===== src/rtl/div_pkg.sv =====
// Shared types and helpers for the divide/multiply result stages.
// Provides the controller state type and modulo-2^N magnitude/negation helpers.
package div_pkg;

    localparam int DIV_WIDTH = 32;

    typedef enum logic {
        IDLE,
        WAIT
    } state_e;

    // Two's-complement negate when en is set; wraps modulo 2^DIV_WIDTH.
    function automatic logic [DIV_WIDTH-1:0] cneg(input logic [DIV_WIDTH-1:0] x,
                                                   input logic                 en);
        return en ? (~x + 1'b1) : x;
    endfunction

    // Magnitude of a signed operand; raw pass-through when sgn is clear.
    function automatic logic [DIV_WIDTH-1:0] mag(input logic [DIV_WIDTH-1:0] x,
                                                  input logic                 sgn);
        return cneg(x, sgn & x[DIV_WIDTH-1]);
    endfunction

endpackage


===== src/rtl/div_sign_fix.sv =====
// Sign correction of the unsigned divider result for signed division.
// Quotient takes the XOR of operand signs, remainder takes the dividend sign.
module div_sign_fix
    import div_pkg::*;
#(
    parameter int WIDTH = DIV_WIDTH
) (
    input  logic [2*WIDTH-1:0] div_z_i,
    input  logic               neg_q_i,
    input  logic               neg_r_i,
    output logic [WIDTH-1:0]   hi_o,
    output logic [WIDTH-1:0]   lo_o
);

    assign lo_o = cneg(div_z_i[WIDTH-1:0], neg_q_i);
    assign hi_o = cneg(div_z_i[2*WIDTH-1:WIDTH], neg_r_i);

endmodule


===== src/rtl/div_hilo_ctrl.sv =====
// Multicycle controller around the external combinational divider: registers
// operand magnitudes, waits SETTLE_CYCLES, then writes sign-corrected HI/LO.
module div_hilo_ctrl
    import div_pkg::*;
#(
    parameter int WIDTH         = DIV_WIDTH,
    parameter int SETTLE_CYCLES = 4
) (
    input  logic               clk,
    input  logic               clr_n,
    input  logic               start,
    input  logic               is_signed,
    input  logic [WIDTH-1:0]   dividend,
    input  logic [WIDTH-1:0]   divisor,
    output logic [WIDTH-1:0]   div_a,
    output logic [WIDTH-1:0]   div_b,
    input  logic [2*WIDTH-1:0] div_z,
    output logic               busy,
    output logic               done,
    output logic               div_by_zero,
    output logic [WIDTH-1:0]   hi,
    output logic [WIDTH-1:0]   lo
);

    localparam int CW = $clog2(SETTLE_CYCLES + 1);

    state_e           state_q, state_d;
    logic [CW-1:0]    cnt_q, cnt_d;
    logic [WIDTH-1:0] div_a_q, div_a_d;
    logic [WIDTH-1:0] div_b_q, div_b_d;
    logic [WIDTH-1:0] hi_q, hi_d;
    logic [WIDTH-1:0] lo_q, lo_d;
    logic             neg_quo_q, neg_quo_d;
    logic             neg_rem_q, neg_rem_d;
    logic             done_q, done_d;
    logic             dbz_q, dbz_d;
    logic [WIDTH-1:0] fix_hi, fix_lo;

    div_sign_fix #(.WIDTH(WIDTH)) u_sign_fix (
        .div_z_i (div_z),
        .neg_q_i (neg_quo_q),
        .neg_r_i (neg_rem_q),
        .hi_o    (fix_hi),
        .lo_o    (fix_lo)
    );

    always_ff @(posedge clk or negedge clr_n) begin
        if (!clr_n) begin
            state_q   <= IDLE;
            cnt_q     <= '0;
            div_a_q   <= '0;
            div_b_q   <= '0;
            hi_q      <= '0;
            lo_q      <= '0;
            neg_quo_q <= 1'b0;
            neg_rem_q <= 1'b0;
            done_q    <= 1'b0;
            dbz_q     <= 1'b0;
        end else begin
            state_q   <= state_d;
            cnt_q     <= cnt_d;
            div_a_q   <= div_a_d;
            div_b_q   <= div_b_d;
            hi_q      <= hi_d;
            lo_q      <= lo_d;
            neg_quo_q <= neg_quo_d;
            neg_rem_q <= neg_rem_d;
            done_q    <= done_d;
            dbz_q     <= dbz_d;
        end
    end

    always_comb begin
        state_d   = state_q;
        cnt_d     = cnt_q;
        div_a_d   = div_a_q;
        div_b_d   = div_b_q;
        hi_d      = hi_q;
        lo_d      = lo_q;
        neg_quo_d = neg_quo_q;
        neg_rem_d = neg_rem_q;
        done_d    = 1'b0;
        dbz_d     = dbz_q;
        case (state_q)
            IDLE: begin
                if (start) begin
                    neg_quo_d = is_signed & (dividend[WIDTH-1] ^ divisor[WIDTH-1]);
                    neg_rem_d = is_signed & dividend[WIDTH-1];
                    dbz_d     = 1'b0;
                    // Divide-by-zero is answered here; the divider never sees it.
                    if (divisor == '0) begin
                        hi_d   = dividend;
                        lo_d   = '1;
                        dbz_d  = 1'b1;
                        done_d = 1'b1;
                    end else begin
                        div_a_d = mag(dividend, is_signed);
                        div_b_d = mag(divisor, is_signed);
                        cnt_d   = CW'(SETTLE_CYCLES);
                        state_d = WAIT;
                    end
                end
            end
            WAIT: begin
                cnt_d = cnt_q - 1'b1;
                if (cnt_q == CW'(1)) begin
                    hi_d    = fix_hi;
                    lo_d    = fix_lo;
                    done_d  = 1'b1;
                    state_d = IDLE;
                end
            end
            default: state_d = IDLE;
        endcase
    end

    assign busy        = (state_q == WAIT);
    assign done        = done_q;
    assign div_by_zero = dbz_q;
    assign div_a       = div_a_q;
    assign div_b       = div_b_q;
    assign hi          = hi_q;
    assign lo          = lo_q;

endmodule


===== config.mk =====
export PLATFORM = sky130hd
export DESIGN_NAME = div_hilo_ctrl
export DESIGN_NICKNAME = d
export VERILOG_FILES = /design/src/rtl/div_pkg.sv /design/src/rtl/div_sign_fix.sv /design/src/rtl/div_hilo_ctrl.sv
export SDC_FILE = /design/constraint.sdc
export NUM_CORES = 1
export LEC_CHECK = 0
export CAP_MARGIN = 20
export CELL_PAD_IN_SITES_DETAIL_PLACEMENT = 1
export CELL_PAD_IN_SITES_GLOBAL_PLACEMENT = 1
export CORE_MARGIN = 2
export CORE_UTILIZATION = 32
export CTS_CLUSTER_SIZE = 25
export DETAILED_ROUTE_END_ITERATION = 8
export MAX_ROUTING_LAYER = met4
export PLACE_DENSITY = 0.84
export SETUP_SLACK_MARGIN = 0.1
export SKIP_LAST_GASP = 1
export SLEW_MARGIN = 20
export SYNTH_ARGS = -nofsm -noshare
export SYNTH_HDL_FRONTEND = slang
export SYNTH_SLANG_ARGS = --single-unit

===== constraint.sdc =====
create_clock -name clk -period 1.8 [get_ports clk]
set_input_delay 0.18 -clock clk [delete_from_list [all_inputs] [get_ports clk]]
set_output_delay 0.18 -clock clk [all_outputs]
set_load 0.02 [all_outputs]

==> flow_summary_export.csv, run 1 <==
group,metric,value,unit
synth,yosys-top-cells-area,"dfrtp_1, xnor2_1, xor2_1, o21ai_0, nand2_1",
worst_setup_path,cp.required,2140,ps
placed_design,placed_cells,1685,
floorplanning,dieArea,27800,sq um
power,p_clk_share,17.3,%
synth,synthCells,934,
floorplanning,initial_core_util,32.6,%
worst_hold_path,hold_depth,3,
placed_design,pre_cts_slack,-878,ps
placed_design,port_buffers,262,
timing,finalHoldViolCount,0,
cells_and_area,utilization,59.9,%
placed_design,place_area,13300,sq um
cells_and_area,drive_above_1_share,34.0,%
route,wirelength,42.5,mm
synth,synth_flop_cell,"dfrtp_1",
power,leakage,6.70,nW
timing,finClkSkew,16.5,ps
outcome,violations,"setup timing",
grt,grt_max_degree,44,
timing,grt_setup_unrepaired,"yes",
grt,grt-ovfl-total,0,
worst_setup_path,start_kind,"input pin",
timing,drv_slew,0,
timing,worst_pin_slew,481,ps
synth,synthArstFlopShare,100,%
synth,synth_seq_cells,136,
power,switching_share,41.0,%
synth,syn_area,8470,sq um
cts,clock_path_buffers,2,
grt,grt_pass1_vias,10618,
cells_and_area,syn_to_final_growth,83.7,%
cts,cts_inserted_buffers,17,
synth,synth_edf_count,0,
cts,insertion_delay,440,ps
worst_setup_path,arrival,2200,ps
cells_and_area,final_cells,1790,
worst_hold_path,hold_path.class,"in2reg",
synth,synth_top_area_share,40.2,%
synth,synth_cell_types,58,
worst_setup_path,rr_worst_depth,7,
synth,synth_seq_area_share,40.2,%
timing,setup_slack,-57.9,ps
cells_and_area,fin_area,15600,sq um
worst_setup_path,r2r_start,"busy$_DFF_PN0_",
power,finalPower,21.9,mW
cts,cts.htree.levels,4,
timing,hold_ws,128,ps
route,drtPass1Iterations,5,
power,p_int,12.9,mW
power,power_switching,9.00,mW
timing,setup_violations,38,
route,vias,9969,
power,power_density,1410,nW/um^2
floorplanning,ios,263,
cells_and_area,n_fill_cell,2850,
route,ant_nets,0,
timing,finalCritPeriodShare,103,%
cts,cts_tree,"done",
route,drt_iter0_markers,672,
grt,antenna_found_initial,7,
grt,grt_pass1_wl,61.0,mm
worst_setup_path,ff2ff_setup_slack,40,ps
placed_design,gp_congestion,0.888,
synth,ys_warn_count,0,
job,max_cap_violations,0,
route,wl_per_cell,23.7,um
worst_hold_path,min_from,"divisor[8]",
timing,slew_headroom,68.0,%
timing,fin_crit,1860,ps
worst_hold_path,whs_endpoint,"div_b[8]$_DFFE_PN0P_",
cts,cts.sinks,136,
worst_setup_path,end_kind,"register",
timing,max_freq,538,MHz
floorplanning,coreArea,26000,sq um
power,pwr-share-comb,57.2,%
worst_setup_path,worstPathMaxFanout,8,
cells_and_area,nets,1573,
cts,clk_pin_slew,70,ps
timing,finalSetupTns,-723,ps
cts,clockRootBuffer,"clkbuf_16",
worst_setup_path,critPathKind,"in2reg",
floorplanning,die_w,167,um
power,seq_power_share,25.5,%
power,ir_drop,0.902,mV
placed_design,dp_hpwl,26.9,mm
route,drc,0,
route,vias_per_cell,5.57,
worst_setup_path,r2r-end,"hi[22]$_DFFE_PN0P_",
synth,yosysTopAreaCell,"dfrtp_1",
grt,track_usage,28.8,%
outcome,run_status,"finished, violations left",
synth,avgSynthCellArea,9.07,sq um
floorplanning,die_y,167,um
synth,syn_nets,1072,
floorplanning,row_count,59,
how the worst max path moves through the flow:
stage / to / cells after the start / startpoint / slack (ps)
after floorplan: hi[26]$_DFFE_PN0P_ / 8 / div_z[33] / -80
after global placement: lo[24]$_DFFE_PN0P_ / 8 / div_z[1] / -790
after detailed placement: lo[24]$_DFFE_PN0P_ / 8 / div_z[1] / -880
after CTS: lo[29]$_DFFE_PN0P_ / 7 / div_z[26] / 30
after global routing: div_a[0]$_DFFE_PN0P_ / 10 / divisor[9] / -120
final: div_b[29]$_DFFE_PN0P_ / 10 / divisor[21] / -60
per-layer routing:
metal	routed length [um]	track usage (%)	vias up
met4	2130	11.9	0
met1	16700	33.3	5019
met2	21500	49.2	382
met3	2160	5.44	135
li1	-	-	4433
met5	0	-	-
cell families (layout without fill, tap and decap cells):
family	after synthesis	in the layout	share of synthesized area, %
other	0	7	0
AOI/OAI and AO/OA	247	247	19.0
buffers and inverters	92	604	4.65
adders and majority gates	6	6	0.887
and+or+nand+nor	319	321	20.6
DFF	136	136	40.2
xor gates and xnor gates	105	105	10.9
muxes	29	29	3.75
repair_timing:
| action | 4_1_cts | 5_1_grt |
|---|---|---|
| resized for setup | 198 | 147 |
| endpoints found under the setup margin | 134 | 119 |
| gates cloned | 11 | 10 |
| setup buffers | 26 | 23 |
| pin swaps | 59 | 61 |
| hold buffers | 1 | 0 |
| hold endpoints to repair | 40 | 0 |
layout make-up:
cell class	count	area (sq um)	area share (%)
sequential	136	3400	21.9
tap	335	419	2.70
inverter	28	143	0.917
antenna	7	17.5	0.113
clock buffer	19	453	2.91
multi-input combinational	708	5600	36.0
timing repair buffer	544	5360	34.5
clock inverter	13	155	0.998
power groups by stage:
stage / Combinational [mW] / Sequential (mW) / Clock, mW
2_1_floorplan: 3.74 / 7.04 / 0
3_3_place_gp: 10.3 / 5.48 / 0
3_5_place_dp: 10.7 / 5.53 / 0
4_1_cts: 11.7 / 5.55 / 3.83
5_1_grt: 13.3 / 5.75 / 3.95
6_report: 12.5 / 5.59 / 3.80
critical path: stages:
cell,delay (ps)
dlygate4sd2_1,260
nor3_2,300
buf_4,170
nand4b_1,240
o31ai_4,420
buf_4,190
buf_12,150
buf_8,120
nand2_1,70
o21ai_0,90
sequential cells by signal (all words and copies together), names as in the netlist:
name / flops
div_b: 32
neg_rem_q: 1
lo: 32
cnt_q: 3
hi: 32
busy: 1
div_by_zero: 1
div_a: 32
neg_quo_q: 1
done: 1
Yosys cell counts (all sizes together), types with 6 or more instances:
library cell  number
o41ai             16
o21ai             81
o31ai             18
a31oi             42
o211ai            10
nor4              19
or4               18
mux2i              7
xor2              48
clkbuf            36
a21oi             37
nand3             14
xnor2             57
nand4             11
inv               28
nand3b            10
mux2              22
or3               18
dfrtp            136
nand2             93
nor2              55
ha                 6
nand2b             7
nor3              45
a41oi              6
a2bb2oi           21
buf               28
placed cells by master (no fill, tap or decap), drive strengths merged, types with 16 or more instances in the layout:
| cell type | synthesis | final |
|---|---|---|
| a21oi | 37 | 37 |
| a2bb2oi | 21 | 21 |
| a31oi | 42 | 42 |
| buf | 28 | 281 |
| clkbuf | 36 | 35 |
| clkdlybuf4s50 | 0 | 180 |
| dfrtp | 136 | 136 |
| dlygate4sd2 | 0 | 34 |
| dlymetal6s2s | 0 | 25 |
| inv | 28 | 36 |
| mux2 | 22 | 22 |
| nand2 | 93 | 93 |
| nor2 | 55 | 55 |
| nor3 | 45 | 45 |
| nor4 | 19 | 19 |
| o21ai | 81 | 81 |
| o31ai | 18 | 18 |
| o41ai | 16 | 16 |
| or3 | 18 | 18 |
| or4 | 18 | 18 |
| xnor2 | 57 | 57 |
| xor2 | 48 | 48 |
Power figures use the tool's default switching activity.
==> run 2: changes to the inputs <==
--- a/config.mk
+++ b/config.mk
@@ -9,14 +9,16 @@
 export CELL_PAD_IN_SITES_DETAIL_PLACEMENT = 1
 export CELL_PAD_IN_SITES_GLOBAL_PLACEMENT = 1
 export CORE_MARGIN = 2
-export CORE_UTILIZATION = 32
+export CORE_UTILIZATION = 31
+export CTS_BUF_LIST = sky130_fd_sc_hd__clkbuf_16
 export CTS_CLUSTER_SIZE = 25
 export DETAILED_ROUTE_END_ITERATION = 8
 export MAX_ROUTING_LAYER = met4
-export PLACE_DENSITY = 0.84
+export PLACE_DENSITY = 0.76
 export SETUP_SLACK_MARGIN = 0.1
 export SKIP_LAST_GASP = 1
 export SLEW_MARGIN = 20
 export SYNTH_ARGS = -nofsm -noshare
 export SYNTH_HDL_FRONTEND = slang
+export SYNTH_HIERARCHICAL = 1
 export SYNTH_SLANG_ARGS = --single-unit
==> run 2 against run 1 <==
  * The flow still finishes with violations (setup timing)
  * Sequential share of layout area shrank 0.061 points
  * Utilization grew 2.3 points
  * Synthesized cell count shrank 9.3%
  * Register-to-register slack lost 60 ps
  * Via count shrank 8.0%
==> flow_summary_export.csv, run 2 <==
group,metric,value,unit
power,ir_drop,0.850,mV
power,finalPower,22.2,mW
floorplanning,initial_core_util,31.4,%
placed_design,dp_hpwl,22.8,mm
placed_design,gp_congestion,0.854,
cts,cts_inserted_buffers,17,
synth,syn_nets,985,
worst_setup_path,worst_path_max_delay_cell,"nor4_1",
worst_setup_path,crit_buf_inv,2,
cts,clockRootBuffer,"clkbuf_16",
worst_setup_path,start_kind,"input pin",
worst_setup_path,end_kind,"register",
placed_design,placed_cells,1603,
cells_and_area,final_common_cell,"clkdlybuf4s50_1",
cts,cts_tree,"done",
worst_hold_path,hold_path.class,"in2reg",
route,drc,0,
cts,clk_pin_slew,70,ps
power,leakage,6.59,nW
outcome,violations,"setup timing",
worst_setup_path,path_cells,"clkdlybuf4s50_1 -> nor4_1 -> buf_4 -> nand2b_1 -> o41ai_2 -> xnor2_1 -> mux2i_1 -> a21oi_2",
floorplanning,ios,263,
route,vias_per_cell,5.36,
synth,avgSynthCellArea,9.32,sq um
timing,finalHoldViolCount,0,
route,drtPass1Iterations,5,
route,wirelength,40.1,mm
grt,track_usage,27.2,%
grt,grt_max_degree,65,
route,wl_per_cell,23.4,um
worst_setup_path,cp.required,2100,ps
floorplanning,die_y,164,um
synth,synth_flop_cell,"dfrtp_1",
worst_setup_path,arrival,2410,ps
power,power_density,1420,nW/um^2
cells_and_area,drive_above_1_share,39.3,%
synth,synth_top_area_share,43.1,%
synth,ys_warn_count,6,
timing,max_freq,475,MHz
placed_design,port_buffers,262,
job,max_cap_violations,0,
grt,grt-ovfl-total,0,
grt,grtUsageMet1,31.9,%
grt,antenna_found_initial,2,
synth,synthCells,847,
route,ant_nets,0,
route,vias,9167,
floorplanning,die_w,164,um
cts,cts.htree.levels,4,
timing,finalCritPeriodShare,117,%
timing,drv_slew,0,
synth,synth.most_common_cell,"dfrtp_1",
floorplanning,row_count,58,
grt,gr-max-usage-layer,"met2",
timing,slew_headroom,56.0,%
timing,worst_pin_slew,658,ps
synth,synth_seq_area_share,43.1,%
cts,cts.sinks,136,
worst_setup_path,critPathKind,"in2reg",
worst_setup_path,cpLargestDelayFamily,"buffers and inverters",
grt,grt_pass1_vias,9929,
cells_and_area,syn_to_final_growth,97.7,%
worst_setup_path,worstPathMaxFanout,3,
synth,synthArstFlopShare,100,%
timing,finClkSkew,19.7,ps
worst_setup_path,slowest_delay,520,ps
grt,grt_pass1_wl,54.5,mm
timing,hold_ws,127,ps
cts,clock_path_buffers,2,
timing,fin_crit,2110,ps
cts,insertion_delay,430,ps
synth,synth_edf_count,0,
synth,yosysTopAreaCell,"dfrtp_1",
cells_and_area,final_cells,1710,
cells_and_area,nets,1503,
timing,setup_violations,133,
outcome,run_status,"finished, violations left",
synth,yosys-top-cells-area,"dfrtp_1, xnor2_1, o21ai_0, nand2_1, mux2i_1",
timing,grt_setup_unrepaired,"yes",
synth,syn_area,7890,sq um
cells_and_area,mostFrequentLayoutCells,"clkdlybuf4s50_1, buf_4, dfrtp_1, xnor2_1, nand2_1",
route,drt_iter0_markers,471,
floorplanning,coreArea,25100,sq um
grt,grt_util_met3,4.70,%
synth,synth_seq_cells,136,
synth,ys_top_cells_by_count,"dfrtp_1, nand2_1, xnor2_1, o21ai_0, nor2_1",
floorplanning,dieArea,26700,sq um
grt,grtUsageMet2,47.6,%
timing,setup_slack,-307,ps
synth,synth_cell_types,47,
[run 2: tightest hold or removal path: stages]
cell,delay [ps]
buf_8,120
inv_8,50
buf_4,100
o21ai_2,60
[run 2: final cells by class]
type | instances | area (sq um)
fill | 2631 | 9510
clock buffer | 17 | 425
antenna | 2 | 5.00
clock inverter | 15 | 149
sequential | 136 | 3400
multi-input combinational | 647 | 5360
inverter | 16 | 80.1
timing repair buffer | 547 | 5760
tap | 330 | 413
[run 2: path summary, 6_finish.rpt]
| kind | depth (start not counted) | start | slack, ps | end |
|---|---|---|---|---|
| setup / recovery | 8 | div_z[54] | -310 | hi[29]$_DFFE_PN0P_ |
| hold / removal | 4 | divisor[0] | 130 | div_b[0]$_DFFE_PN0P_ |
| setup reg to reg | 5 | busy$_DFF_PN0_ | -20 | div_b[31]$_DFFE_PN0P_ |
| hold reg to reg | 2 | div_a[30]$_DFFE_PN0P_ | 480 | div_a[30]$_DFFE_PN0P_ |
| max in group asynchronous | 3 | clr_n | 1010 | hi[17]$_DFFE_PN0P_ |
| min in group asynchronous | 2 | clr_n | 150 | hi[7]$_DFFE_PN0P_ |
[run 2: what timing repair did]
action                                 4_1_cts  5_1_grt
hold buffers                                 1        0
endpoints found under the hold margin      136        0
gates cloned                                23        9
setup buffers                               33        9
setup endpoints to repair                  134      139
pin swaps                                   29       25
resized for setup                          134      228
[run 2: metal layers]
metal,share of wire (%),up-vias,routed length (um)
li1,-,4091,-
met1,40,4633,15900
met2,53,364,21200
met3,4.8,79,1910
met4,2.5,0,1010
met5,0,-,0
[run 2: cells by family after synthesis]
family | Yosys count | synth area share [%]
simple gates | 249 | 15.2
compound gates | 237 | 19.3
flops | 136 | 43.1
xor+xnor | 119 | 13.2
buf+inv | 66 | 3.87
mux | 34 | 4.31
fa+ha+maj | 6 | 0.951
[run 2: where the power goes]
| group | internal (mW) | leakage, nW | switching [mW] | total [mW] |
|---|---|---|---|---|
| sequential | 4.54 | 1.60 | 1.37 | 5.91 |
| clock | 2.05 | 0.277 | 1.53 | 3.57 |
| combinational | 6.40 | 4.71 | 6.28 | 12.7 |
| total | 13.0 | 6.59 | 9.18 | 22.2 |
[run 2: stage by stage]
stage | setup TNS [ps] | utilization, % | area [sq um] | worst slack, ps
after floorplan | -25170 | - | 8170 | -262
after global placement | -113920 | 50.4 | 12600 | -988
after detailed placement | -118080 | 50.4 | 12600 | -1050
after CTS | -22450 | 57.9 | 14500 | -226
after global routing | -33390 | 62.1 | 15600 | -354
final | -26690 | 62.1 | 15600 | -307
